[config.mk]
export PLATFORM = sky130hd
export DESIGN_NAME = input_port_unit
export DESIGN_NICKNAME = d
export VERILOG_FILES = /design/src/rtl/input_port_unit.sv
export SDC_FILE = /design/constraint.sdc
export NUM_CORES = 1
export LEC_CHECK = 0
export ABC_AREA = 1
export BUFFER_PORTS_ARGS = -buffer_cell sky130_fd_sc_hd__buf_2
export CORE_ASPECT_RATIO = 1.1
export CORE_MARGIN = 3
export CORE_UTILIZATION = 50
export DETAILED_ROUTE_END_ITERATION = 12
export HOLD_SLACK_MARGIN = 0.1
export PLACE_DENSITY = 0.81
export REMOVE_ABC_BUFFERS = 1
export SLEW_MARGIN = 20
export SYNTH_ARGS = -nofsm -noshare
export SYNTH_HDL_FRONTEND = slang
export SYNTH_SLANG_ARGS = --single-unit
[constraint.sdc]
create_clock -name clk -period 3.4 [get_ports clk]
set_clock_uncertainty 0.05 [all_clocks]
set_input_delay 0.51 -clock clk [delete_from_list [all_inputs] [get_ports clk]]
set_output_delay 0.51 -clock clk [all_outputs]
set_load 0.01 [all_outputs]
[src/rtl/input_port_unit.sv]
`default_nettype none
// ============================================================================
// Module   : input_port_unit
// Purpose  : Router input-port front end. It holds a flit FIFO, computes the
//            XY route from the head flit, and handles switch request and packet
//            streaming.
// Revision : 1.0 - initial release
// ============================================================================
module input_port_unit #(
    parameter int DEPTH   = 4,
    parameter int X_COORD = 0,
    parameter int Y_COORD = 0
) (
    input  logic        clk,
    input  logic        rst_n,
    input  logic        in_valid,
    input  logic [33:0] in_flit,
    output logic        credit_out,
    output logic        sw_req,
    output logic [2:0]  sw_target,
    input  logic        sw_grant,
    output logic        out_valid,
    output logic [33:0] out_flit,
    input  logic        out_ready,
    output logic        err_overflow,
    output logic        err_orphan
);

    localparam int            c_AW    = $clog2(DEPTH);
    localparam logic [c_AW:0] c_DEPTH = (c_AW + 1)'(DEPTH);
    localparam logic [3:0]    c_X     = 4'(X_COORD);
    localparam logic [3:0]    c_Y     = 4'(Y_COORD);

    localparam logic [1:0] c_TYPE_HEAD = 2'b00;
    localparam logic [1:0] c_TYPE_BODY = 2'b01;
    localparam logic [1:0] c_TYPE_TAIL = 2'b10;
    localparam logic [1:0] c_TYPE_HT   = 2'b11;

    localparam logic [2:0] c_PORT_LOCAL = 3'd0;
    localparam logic [2:0] c_PORT_NORTH = 3'd1;
    localparam logic [2:0] c_PORT_SOUTH = 3'd2;
    localparam logic [2:0] c_PORT_EAST  = 3'd3;
    localparam logic [2:0] c_PORT_WEST  = 3'd4;
    localparam logic [2:0] c_PORT_NONE  = 3'd7;

    localparam logic [1:0] c_ST_IDLE   = 2'd0;
    localparam logic [1:0] c_ST_REQ    = 2'd1;
    localparam logic [1:0] c_ST_ACTIVE = 2'd2;

    logic [33:0]     r_mem [DEPTH];
    logic [c_AW-1:0] r_wr_ptr;
    logic [c_AW-1:0] r_rd_ptr;
    logic [c_AW:0]   r_count;
    logic [1:0]      r_state;
    logic            r_sw_req;
    logic [2:0]      r_sw_target;
    logic            r_credit;
    logic            r_err_ovf;
    logic            r_err_orph;

    logic [33:0] w_front;
    logic        w_empty;
    logic        w_full;
    logic        w_front_head;
    logic        w_front_tail;
    logic        w_out_valid;
    logic        w_orphan_drop;
    logic        w_pop;
    logic        w_push;
    logic [2:0]  w_route;

    assign w_front       = r_mem[r_rd_ptr];
    assign w_empty       = (r_count == '0);
    assign w_full        = (r_count == c_DEPTH);
    assign w_front_head  = (w_front[33:32] == c_TYPE_HEAD) || (w_front[33:32] == c_TYPE_HT);
    assign w_front_tail  = (w_front[33:32] == c_TYPE_TAIL) || (w_front[33:32] == c_TYPE_HT);
    assign w_out_valid   = (r_state == c_ST_ACTIVE) && !w_empty;
    // A body/tail at the front while idle belongs to no packet: drop it.
    assign w_orphan_drop = (r_state == c_ST_IDLE) && !w_empty && !w_front_head;
    assign w_pop         = (w_out_valid && out_ready) || w_orphan_drop;
    assign w_push        = in_valid && (!w_full || w_pop);

    always_comb begin
        w_route = c_PORT_LOCAL;
        if (w_front[7:4] > c_X)      w_route = c_PORT_EAST;
        else if (w_front[7:4] < c_X) w_route = c_PORT_WEST;
        else if (w_front[3:0] > c_Y) w_route = c_PORT_NORTH;
        else if (w_front[3:0] < c_Y) w_route = c_PORT_SOUTH;
    end

    always_ff @(posedge clk or negedge rst_n) begin
        if (!rst_n) begin
            for (int i = 0; i < DEPTH; i++) r_mem[i] <= '0;
            r_wr_ptr <= '0;
            r_rd_ptr <= '0;
            r_count  <= '0;
        end else begin
            if (w_push) begin
                r_mem[r_wr_ptr] <= in_flit;
                r_wr_ptr        <= r_wr_ptr + 1'b1;
            end
            if (w_pop) r_rd_ptr <= r_rd_ptr + 1'b1;
            case ({w_push, w_pop})
                2'b10:   r_count <= r_count + 1'b1;
                2'b01:   r_count <= r_count - 1'b1;
                default: r_count <= r_count;
            endcase
        end
    end

    always_ff @(posedge clk or negedge rst_n) begin
        if (!rst_n) begin
            r_state     <= c_ST_IDLE;
            r_sw_req    <= 1'b0;
            r_sw_target <= c_PORT_NONE;
        end else begin
            case (r_state)
                c_ST_IDLE: begin
                    if (!w_empty && w_front_head) begin
                        r_sw_target <= w_route;
                        r_sw_req    <= 1'b1;
                        r_state     <= c_ST_REQ;
                    end
                end
                c_ST_REQ: begin
                    if (sw_grant) begin
                        r_sw_req <= 1'b0;
                        r_state  <= c_ST_ACTIVE;
                    end
                end
                c_ST_ACTIVE: begin
                    if (w_pop && w_front_tail) begin
                        r_sw_target <= c_PORT_NONE;
                        r_state     <= c_ST_IDLE;
                    end
                end
                default: begin
                    r_state     <= c_ST_IDLE;
                    r_sw_req    <= 1'b0;
                    r_sw_target <= c_PORT_NONE;
                end
            endcase
        end
    end

    always_ff @(posedge clk or negedge rst_n) begin
        if (!rst_n) begin
            r_credit   <= 1'b0;
            r_err_ovf  <= 1'b0;
            r_err_orph <= 1'b0;
        end else begin
            r_credit   <= w_pop;
            r_err_ovf  <= r_err_ovf | (in_valid && w_full && !w_pop);
            r_err_orph <= r_err_orph | w_orphan_drop;
        end
    end

    assign credit_out   = r_credit;
    assign sw_req       = r_sw_req;
    assign sw_target    = r_sw_target;
    assign out_valid    = w_out_valid;
    assign out_flit     = w_front;
    assign err_overflow = r_err_ovf;
    assign err_orphan   = r_err_orph;

endmodule
`default_nettype wire

==> results.md, run 1 <==
- Clock Path Buffers: 2
- Avg Cell Area, Syn: 8.06 um^2
- Total power draw: 0.00918 W
- Crit path depth: 13
- Worst slew pin tran: 751 ps
- Metal2 WL: 10,100 um
- Buf/Inv on CP: 4
- EDFF count, synth: 0
- Status: completed
- CTS Buf Count: 17
- Syn Inst Count: 926
- Wire per inst: 17.2 um
- Syn Std Cell Area: 0.00746 mm^2
- Final hold violations: 0
- Tot GR Track Use: 25.3%
- Die extent in y: 134 um
- Root Buffer: clkbuf_16
- RSZ-0062 raised after global routing: no
- Die area: 0.0164 mm^2
- Worst Hold Class: input port to flip-flop
- Synthesis Warnings: 0
- Drt total wl: 20,300 um
- Start point of the critical path: r_rd_ptr[0]$_DFFE_PN0N_
- Via density: 5.86
- Total Nets Final: 1,019
- Pwr per Cell Area: 1080 mW/mm^2
- Most common cell in the synthesized netlist: nand2_1
- Worst path arrival time: 3450 ps
- Layout cell share with drive strength beyond 1: 14.9%
- Multi-input gate area in the final layout: 0.00318 mm^2
- WS Path Type: flip-flop to flip-flop
- Main synth FF type: dfrtp_1
- Final setup violation count: 0
- Setup crit end: r_mem[75]$_DFFE_PN0P_
- First-pass GRT wire length: 32,900 um
- Setup TNS: 0 ps
- Startpoint types: flip-flop
- Number of diodes: 0
- Slew HR: 50.0%
- Final Cycle Share: 92.4%
- H-tree depth: 4
- RR Endpoint: r_mem[75]$_DFFE_PN0P_
- Static leakage: 4.41 nW
- RePlAce Congestion: 0.803
- Distinct cells, synth: 31
- HP Start: sw_grant
- # rows: 46
- Grt ovf: 0
- #FFs+latches synth: 152
- CTS tree: done
- Critical path, cell by cell: inv_2 -> nand2_1 -> a32oi_1 -> inv_1 -> ha_1 -> nor2_1 -> nand2_2 -> nand2_4 -> inv_2 -> nand3_4 -> buf_4 -> nand4_1 -> nand2_1
- Delay-heaviest family, CP: buffers and inverters
- WL met1: 8350 um
- Fin area: 0.00850 mm^2
- Die Width: 122 um
- I/O pin total: 81
- Share of the synthesized area in the top cell type: 50.0%
- Async set-reset flop share out of synthesis: 100%
- Worst vdd ir: 0.463 mV
- FMAX: 0.318 GHz
- Layout area overhead: 13.9%
- Max-slew violation count: 0
- Clock latency on the worst-skew pair: 420 ps
- CP Max Fanout: 66
- DRC: 0
- Antenna Nets Post-Route: 0
- Yosys top cell by area: dfrtp_1
- R2R depth: 13
- Largest net degree at the start of global routing: 101
- Max Cap Viol: 0
- Slowest Stage Delay on Critical Path: 570 ps
- Placed inst area: 0.00797 mm^2
- Reg2Reg Setup Slack: 260 ps
- FF+latch area: 0.00381 mm^2
- Initial antenna violation count: 0
- Fillcell total: 1,329
- Synth top cells by count: 341 x nand2_1, 149 x dfrtp_1, 138 x nand4_1, 58 x nor2_1, 54 x o21ai_0
- Clock sink count: 152
- Synth top area cells: dfrtp_1 50%, nand2_1 17%, nand4_1 12%
- Minimum clock period: 3140 ps
- Vias in the first global route: 6,480
- Clock slew at reported path FFs: 60 ps
- # port buffers: 80
- CP required: 3710 ps
- Slowest stage cell on the critical path: buf_4
- Dpl hpwl: 12,000 um
- Worst r2r src: r_rd_ptr[0]$_DFFE_PN0N_
- Seq/Total Area, Yosys: 51.0%
- WL met3: 1550 um
- Starting Density: 51.5%
- Final core utilization: 58.6%
- Top Metal Used: met4
- Placement Setup Slack: 352 ps
- Final Worst Setup Slack: 260 ps
- DR pass1 iterations: 7
- Initial DRC count: 724
- Core ar.: 0.0145 mm^2
- Nature of the critical path endpoint: flip-flop
- Vias: 6,907
area by class of cell:
class,count,share of cell area [%]
Clock buffer,29,6.00
Clock inverter,3,0.177
Inverter,27,1.19
Multi-Input combinational cell,667,37.4
Sequential cell,152,44.8
Tap cell,192,2.82
Timing Repair Buffer,108,7.61
registers in the layout, indices dropped and copies added (netlist names):
register,flops
sw_target,3
r_count,3
r_rd_ptr,2
sw_req,1
err_overflow,1
credit_out,1
r_wr_ptr,2
r_state,2
r_mem,136
err_orphan,1
layout by cell type, fill, tap and decap left out:
| master | count |
|---|---|
| a32oi_1 | 1 |
| nor2_1 | 58 |
| o21ai_0 | 54 |
| clkbuf_1 | 8 |
| clkbuf_16 | 17 |
| nor3_1 | 2 |
| dfstp_2 | 3 |
| nand4_1 | 138 |
| inv_1 | 24 |
| clkinv_2 | 3 |
| a21oi_1 | 3 |
| nand2_4 | 1 |
| nand3_2 | 5 |
| fa_1 | 1 |
| dfrtp_1 | 148 |
| ha_1 | 6 |
| nand3_1 | 21 |
| o22ai_1 | 25 |
| inv_2 | 2 |
| dfrtp_2 | 1 |
| clkbuf_8 | 4 |
| buf_12 | 2 |
| xor2_1 | 4 |
| dlygate4sd3_1 | 1 |
| nand3_4 | 1 |
| o21bai_1 | 1 |
| a21boi_0 | 1 |
| clkinv_1 | 1 |
| o31ai_1 | 1 |
| buf_4 | 26 |
| nand2_2 | 1 |
| nor2_4 | 1 |
| nand2_1 | 341 |
| buf_6 | 1 |
| buf_2 | 78 |
| or2_2 | 1 |
power breakdown:
group	internal, W	switching [W]	total, W
Clock	0.00101	0.000705	0.00171
Sequential	0.00267	0.000463	0.00313
Combinational	0.00147	0.00287	0.00433
worst min-delay path by stage:
stage                              to  slack [ps]  cells after the start
3_3_place_gp    r_mem[96]$_DFFE_PN0P_         400                      2
3_5_place_dp    r_mem[88]$_DFFE_PN0P_         400                      2
2_1_floorplan    credit_out$_DFF_PN0_         160                      0
4_1_cts        r_state[0]$_DFFE_PN0P_         230                      2
5_1_grt        r_state[0]$_DFFE_PN0P_         250                      2
6_report       r_state[0]$_DFFE_PN0P_         250                      2
what timing repair did:
item                                   CTS  global route
buffers inserted                         0             0
endpoints found under the hold margin   20             0
hold buffers                             1             0
resized for setup                        0             0
metrics by stage:
step	hold WS [ps]	instances
final	245	1178
after global routing	249	1178
after CTS	228	1178
after detailed placement	404	1145
after global placement	398	1145
after floorplan	164	846
cells by family (layout without fill, tap and decap cells):
group	after synthesis	after routing	synth area share, %
and+or+nand+nor	570	570	34.6
DFF	152	152	51.0
buffers and inverters	107	167	6.35
AOI/OAI and AO/OA	86	86	6.34
adders and majority gates	7	7	1.27
xor gates and xnor gates	4	4	0.469
per-layer routing:
| metal | up-vias | track usage [%] |
|---|---|---|
| met5 | - | 0 |
| li1 | 3224 | - |
| met4 | 0 | 9.46 |
| met1 | 3348 | 34.3 |
| met3 | 30 | 5.10 |
| met2 | 305 | 40.3 |
Note: power is estimated with default switching activity, not from simulation.
==> run 2, diff against run 1 <==
--- a/config.mk
+++ b/config.mk
@@ -10,7 +10,9 @@
 export CORE_ASPECT_RATIO = 1.1
 export CORE_MARGIN = 3
 export CORE_UTILIZATION = 50
+export CTS_BUF_LIST = sky130_fd_sc_hd__clkbuf_4
 export DETAILED_ROUTE_END_ITERATION = 12
+export GPL_ROUTABILITY_DRIVEN = 0
 export HOLD_SLACK_MARGIN = 0.1
 export PLACE_DENSITY = 0.81
 export REMOVE_ABC_BUFFERS = 1
==> constraint.sdc (replaced) <==
create_clock -name clk -period 3.23 [get_ports clk]
set_clock_uncertainty 0.05 [all_clocks]
set_input_delay 0.4845 -clock clk [delete_from_list [all_inputs] [get_ports clk]]
set_output_delay 0.4845 -clock clk [all_outputs]
set_load 0.01 [all_outputs]
==> run 2 against run 1 <==
Die area unchanged; clock-buffer cell count down 11; sequential share of layout area increased by 1.5 points; flip-flop and latch count did not move; total power fell by 3.0%; combinational power grew 4.6%; setup slack better by 9.1 ps; final cell count hardly changed; fmax is 6.0% higher; cell area down 3.2%; clock power is 36% lower; critical path type unchanged; largest cell class unchanged.
==> results.md, run 2 (same netlist as run 1, synthesis figures left out) <==
- Status: completed
- # port buffers: 80 (unchanged)
- Worst Hold Class: input port to flip-flop
- H-tree depth: 4 (unchanged)
- Worst slew pin tran: 797 ps (+46.5 ps)
- Largest net degree at the start of global routing: 129 (+28%)
- Max Cap Viol: 0 (unchanged)
- Fin cells: 1,177 (-0.085%)
- Layout cell share with drive strength beyond 1: 15.0% (+0.12 points)
- Worst path arrival time: 3370 ps (-80 ps)
- Die extent in y: 134 um (unchanged)
- Global routing usage on met3: 4.85% (-0.25 points)
- I/O pin total: 81 (unchanged)
- Critical path, cell by cell: clkinv_1 -> buf_4 -> o21ai_0 -> o22ai_1 -> ha_1 -> nor2_1 -> nand2_2 -> nand2_4 -> inv_2 -> nand3_4 -> nand3_2 -> buf_4 -> nand2_1 -> nand2_1
- Root Buffer: clkbuf_4
- Via density: 5.85 (-0.29%)
- Tot GR Track Use: 25.2% (-0.045 points)
- Top reg by flops: r_mem
- Vias: 6,881 (-0.38%)
- Vias in the first global route: 6,597 (+1.8%)
- Final setup violation count: 0 (unchanged)
- Slew HR: 46.8% (-3.1 points)
- Setup TNS: 0 ps (unchanged)
- Minimum clock period: 2960 ps (-179 ps)
- Final hold violations: 0 (unchanged)
- Clock Path Buffers: 2 (unchanged)
- Clock slew at reported path FFs: 130 ps (+70 ps)
- GR peak layer: met2
- Max-slew violation count: 0 (unchanged)
- Die area: 0.0164 mm^2 (unchanged)
- Antenna Nets Post-Route: 0 (unchanged)
- Most frequent cells in the layout: 341 x nand2_1, 148 x dfrtp_1, 138 x nand4_1, 78 x buf_2, 58 x nor2_1
- Static leakage: 4.30 nW (-2.5%)
- M2 GR Usage: 40.0% (-0.24 points)
- Met1 usage in global routing: 34.6% (+0.29 points)
- Grt ovf: 0 (unchanged)
- Initial antenna violation count: 0 (unchanged)
- Final Worst Setup Slack: 269 ps (+9.10 ps)
- Slowest Stage Delay on Critical Path: 410 ps (-160 ps)
- First-pass GRT wire length: 33,100 um (+0.78%)
- Slowest stage cell on the critical path: dfrtp_1
- Wire per inst: 16.9 um (-2.1%)
- Dpl hpwl: 11,900 um (-1.4%)
- Commonest non-fill, non-tap cell in the layout: nand2_1
- Pwr per Cell Area: 1080 mW/mm^2 (+0.14%)
- Initial DRC count: 650 (-10%)
- Total Nets Final: 1,018 (-0.098%)
- Number of diodes: 0 (unchanged)
- Drt total wl: 19,900 um (-2.2%)
- RSZ-0062 raised after global routing: no
- Clock latency on the worst-skew pair: 560 ps (+140 ps)
- WS Path Type: flip-flop to flip-flop
- DR pass1 iterations: 5 (-2)
- CP Max Fanout: 21 (-68%)
- Clock sink count: 152 (unchanged)
- Placement Setup Slack: 316 ps (-36.3 ps)
- Starting Density: 51.5% (unchanged)
- Max reg flops: 136 (unchanged)
- CP required: 3640 ps (-70 ps)
- Die Width: 122 um (unchanged)
- # rows: 46 (unchanged)
- Nature of the critical path endpoint: flip-flop
- CTS tree: done
- Startpoint types: flip-flop
- Layout area overhead: 10.3%
- Fillcell total: 1,381 (+3.9%)
- Final Cycle Share: 91.7% (-0.68 points)
- Post-cts repair resize count: 0 (unchanged)
- DRC: 0 (unchanged)
- FMAX: 0.338 GHz (+6.0%)
- Core ar.: 0.0145 mm^2 (unchanged)
- CTS Buf Count: 17 (unchanged)
- Worst vdd ir: 0.460 mV (-0.52%)
- DP Cell Count: 1,143 (-0.17%)
[run 2: path summary, 6_finish.rpt]
check / start / endpoint / slack, ps / depth (start not counted)
min: in_flit[29] / r_mem[131]$_DFFE_PN0P_ / 150 / 3
max: r_rd_ptr[1]$_DFFE_PN0N_ / r_mem[81]$_DFFE_PN0P_ / 270 / 14
min in group asynchronous: rst_n / r_count[0]$_DFFE_PN0P_ / 480 / 2
max in group asynchronous: rst_n / r_mem[24]$_DFFE_PN0P_ / 1740 / 3
min reg2reg: sw_target[0]$_DFFE_PN1P_ / sw_target[0]$_DFFE_PN1P_ / 420 / 2
max reg2reg: r_rd_ptr[1]$_DFFE_PN0N_ / r_mem[81]$_DFFE_PN0P_ / 270 / 14
[run 2: routing by layer]
| layer | routed length (um) | vias to the layer above |
|---|---|---|
| met5 | 0 | - |
| met1 | 8440 | 3315 |
| met2 | 9550 | 311 |
| met3 | 1560 | 35 |
| li1 | - | 3220 |
| met4 | 316 | 0 |
[run 2: area by class of cell]
| class | count | area [um^2] | share of cell area, % |
|---|---|---|---|
| sequential | 152 | 3810 | 46.2 |
| multi-input combinational | 667 | 3180 | 38.6 |
| timing repair buffer | 107 | 654 | 7.95 |
| tap | 192 | 240 | 2.92 |
| clock buffer | 18 | 135 | 1.64 |
| clock inverter | 14 | 114 | 1.38 |
| inverter | 27 | 101 | 1.23 |
[run 2: where the power goes]
group / internal (W) / leakage, nW / switching, W / total (W)
Sequential: 0.00279 / 1.89 / 0.000484 / 0.00328
Clock: 0.000444 / 0.146 / 0.000650 / 0.00109
Combinational: 0.00154 / 2.27 / 0.00299 / 0.00453
[run 2: per-stage QoR]
stage                     utilization (%)  area, um^2  hold slack [ps]  power [W]
final                                56.8        8240              152    0.00890
after global routing                 56.8        8240              115    0.00967
after CTS                            56.8        8240              124    0.00892
after detailed placement             54.9        7970              403    0.00782
after global placement               54.9        7970              399    0.00768
after floorplan                         -        7090              139    0.00608
[run 2: critical path: cells and delay by family, from the launching register on]
| kind | cells | cell delay (ps) |
|---|---|---|
| flip-flops | 1 | 410 |
| AO/OA/AOI/OAI | 2 | 360 |
| AND/OR/NAND/NOR | 7 | 1000 |
| buffers and inverters | 4 | 720 |
| adder cells (fa/ha/maj) | 1 | 310 |
[run 2: timing repair]
item / in CTS / in global routing
hold buffers: 2 / 0
setup endpoints to repair: 0 / 0
setup buffers: 0 / 0
hold endpoints to repair: 80 / 0
==> run 3, diff against run 2 <==
--- a/config.mk
+++ b/config.mk
@@ -6,7 +6,7 @@
 export NUM_CORES = 1
 export LEC_CHECK = 0
 export ABC_AREA = 1
-export BUFFER_PORTS_ARGS = -buffer_cell sky130_fd_sc_hd__buf_2
+export BUFFER_PORTS_ARGS = -buffer_cell sky130_fd_sc_hd__buf_4
 export CORE_ASPECT_RATIO = 1.1
 export CORE_MARGIN = 3
 export CORE_UTILIZATION = 50
==> run 3 against run 2 <==
Clock power fell by 9%; total power rose by 1.6%; via count fell by 1.6%; non-clock buffer count fell by 4; flip-flop and latch count did not move; combinational power rose by 5.3%; cell area rose by 2.0%; clock-buffer cell count rose by 7; routed wire length fell by 0.98%; sequential power barely moved; largest cell class unchanged; largest power group unchanged; highest routed layer unchanged.
==> results.md, run 3 (same netlist as run 1, synthesis figures left out) <==
- Clock power share: 10.9% (-1.4 points)
- Commonest non-fill, non-tap cell in the layout: nand2_1
- Drt total wl: 19,700 um (-0.98%)
- Number of diodes: 0 (unchanged)
- Die area: 0.0164 mm^2 (unchanged)
- First-pass GRT wire length: 32,300 um (-2.3%)
- CP required: 2700 ps (-940 ps)
- H-tree depth: 4 (unchanged)
- Top reg by flops: r_mem
- Pwr per Cell Area: 1080 mW/mm^2 (-0.45%)
- Wire per inst: 16.8 um (-0.64%)
- Sw Pwr: 0.00411 W (-0.32%)
- Status: completed
- Clock slew at reported path FFs: 120 ps (about the same)
- Dpl hpwl: 11,300 um (-5.1%)
- Initial antenna violation count: 0 (unchanged)
- CTS tree: done
- Slowest stage cell on the critical path: dfrtp_2
- Power share of the sequential group: 36.3% (-0.5 points)
- Vias in the first global route: 6,319 (-4.2%)
- CP most frequent cell: buf_4
- Setup Buffers After CTS: 0 (unchanged)
- WL met1: 8390 um (-0.63%)
- # port buffers: 80 (unchanged)
- Nature of the critical path endpoint: output pin
- Fin cells: 1,173 (-0.34%)
- Clock latency on the worst-skew pair: 560 ps (about the same)
- Top Metal Used: met4
- Layout area overhead: 12.6%
- Grt ovf: 0 (unchanged)
- Max Cap Viol: 0 (unchanged)
- WL met3: 1470 um (-5.9%)
- Final Cycle Share: 92.4% (+0.75 points)
- FF+latch area: 0.00381 mm^2 (unchanged)
- Slowest Stage Delay on Critical Path: 490 ps (+80 ps)
- WS Path Type: flip-flop to output pin
- Worst slew pin tran: 726 ps (-71.6 ps)
- Final hold violations: 0 (unchanged)
- DRC: 0 (unchanged)
- I/O pin total: 81 (unchanged)
- Layout cell share with drive strength beyond 1: 15.0% (-0.041 points)
- Initial DRC count: 664 (+2.2%)
- Final core utilization: 57.9% (+1.2 points)
- Static leakage: 4.34 nW (+1.0%)
- Metal2 WL: 9560 um (about the same)
- Minimum clock period: 2990 ps (+24.1 ps)
- Final setup violation count: 0 (unchanged)
- Clock sink count: 152 (unchanged)
- Max-slew violation count: 0 (unchanged)
- Antenna Nets Post-Route: 0 (unchanged)
- DP Cell Count: 1,139 (-0.35%)
- RSZ-0062 raised after global routing: no
- Buf/Inv on CP: 3 (-1)
- Die extent in y: 134 um (unchanged)
- Vias: 6,769 (-1.6%)
- Max reg flops: 136 (unchanged)
- Via density: 5.77 (-1.3%)
- # rows: 46 (unchanged)
- Startpoint types: flip-flop
- Core ar.: 0.0145 mm^2 (unchanged)
- Most frequent cells in the layout: 341 x nand2_1, 148 x dfrtp_1, 138 x nand4_1, 94 x buf_4, 58 x nor2_1
- FMAX: 0.335 GHz (-0.81%)
- Slew HR: 51.6% (+4.8 points)
- Multi-input gate area in the final layout: 0.00318 mm^2 (unchanged)
- Gate power share: 52.8% (+1.9 points)
- Clock Path Buffers: 2 (unchanged)
- Largest net degree at the start of global routing: 141 (+9.3%)
- Worst path arrival time: 2450 ps (-920 ps)
- Worst vdd ir: 0.537 mV (+17%)
- Worst Hold Class: input port to flip-flop
- Switch share: 45.5% (-0.87 points)
- Root Buffer: clkbuf_4
- CTS Buf Count: 17 (unchanged)
- Total Nets Final: 1,014 (-0.39%)
- Die Width: 122 um (unchanged)
- Delay-heaviest family, CP: buffers and inverters
- DR pass1 iterations: 5 (unchanged)
- Internal power: 0.00493 W (+3.2%)
- CP Max Fanout: 42 (+100%)
- Fillcell total: 1,360 (-1.5%)
- Tot GR Track Use: 24.7% (-0.56 points)
- Critical path, cell by cell: buf_4 -> buf_4 -> o21ai_0 -> o22ai_1 -> buf_4
- Starting Density: 51.5% (unchanged)
[run 3: changes by cell type in the layout (fill, tap and decap cells not counted), sizes merged]
cell / before / now
clkbuf: 18 / 25
buf: 105 / 101
bufinv: 2 / 0
clkinv: 13 / 7
clkinvlp: 0 / 1
[run 3: per-stage QoR]
stage	TNS, ps	hold WS, ps	setup slack, ps	total power, W	cell area, um^2
floorplan	-276950	139	-1940	0.00608	7090
CTS	0	113	215	0.00906	8400
global placement	0	397	366	0.00793	8160
global route	0	120	83.9	0.00978	8400
detailed placement	0	403	287	0.00806	8160
finish	0	153	245	0.00904	8400
[run 3: per-layer routing]
metal | vias to the layer above | global-route usage (%)
li1 | 3210 | -
met1 | 3270 | 34.8
met5 | - | 0
met2 | 268 | 38.9
met3 | 21 | 4.81
met4 | 0 | 7.34
[run 3: worst paths after layout]
check	startpoint	end	slack [ps]	depth (start not counted)
max	r_rd_ptr[0]$_DFFE_PN0N_	out_flit[18]	240	5
min	in_flit[9]	r_mem[77]$_DFFE_PN0P_	150	3
max reg2reg	r_rd_ptr[0]$_DFFE_PN0N_	r_mem[50]$_DFFE_PN0P_	300	14
min reg2reg	r_mem[84]$_DFFE_PN0P_	r_mem[84]$_DFFE_PN0P_	420	2
max in group asynchronous	rst_n	r_mem[116]$_DFFE_PN0P_	1840	3
min in group asynchronous	rst_n	err_overflow$_DFF_PN0_	440	2
[run 3: worst min-delay path: cells and delay by family]
| family | cells | cell delay (ps) |
|---|---|---|
| buffers and inverters | 1 | 120 |
| AND/OR/NAND/NOR | 2 | 130 |
[run 3: final cells by class]
| cell class | instances | area share (%) |
|---|---|---|
| flip-flops and latches | 152 | 45.3 |
| multi-input cells | 667 | 37.9 |
| repair buffers | 103 | 10.1 |
| well taps | 192 | 2.86 |
| clock buffers | 25 | 2.23 |
| inverters | 27 | 1.21 |
| clock inverters | 7 | 0.417 |
[run 3: repair_timing]
item	CTS	global route
endpoints found under the hold margin	74	0
endpoints found under the setup margin	0	18
resized for setup	0	1
hold buffers	2	0
[run 3: power groups by stage]
| stage | Combinational, W | Sequential (W) | Clock (W) |
|---|---|---|---|
| final | 0.00477 | 0.00328 | 0.000987 |
| after global routing | 0.00531 | 0.00338 | 0.00110 |
| after CTS | 0.00478 | 0.00326 | 0.00101 |
| after detailed placement | 0.00476 | 0.00330 | 0 |
| after global placement | 0.00466 | 0.00327 | 0 |
| after floorplan | 0.00279 | 0.00329 | 0 |
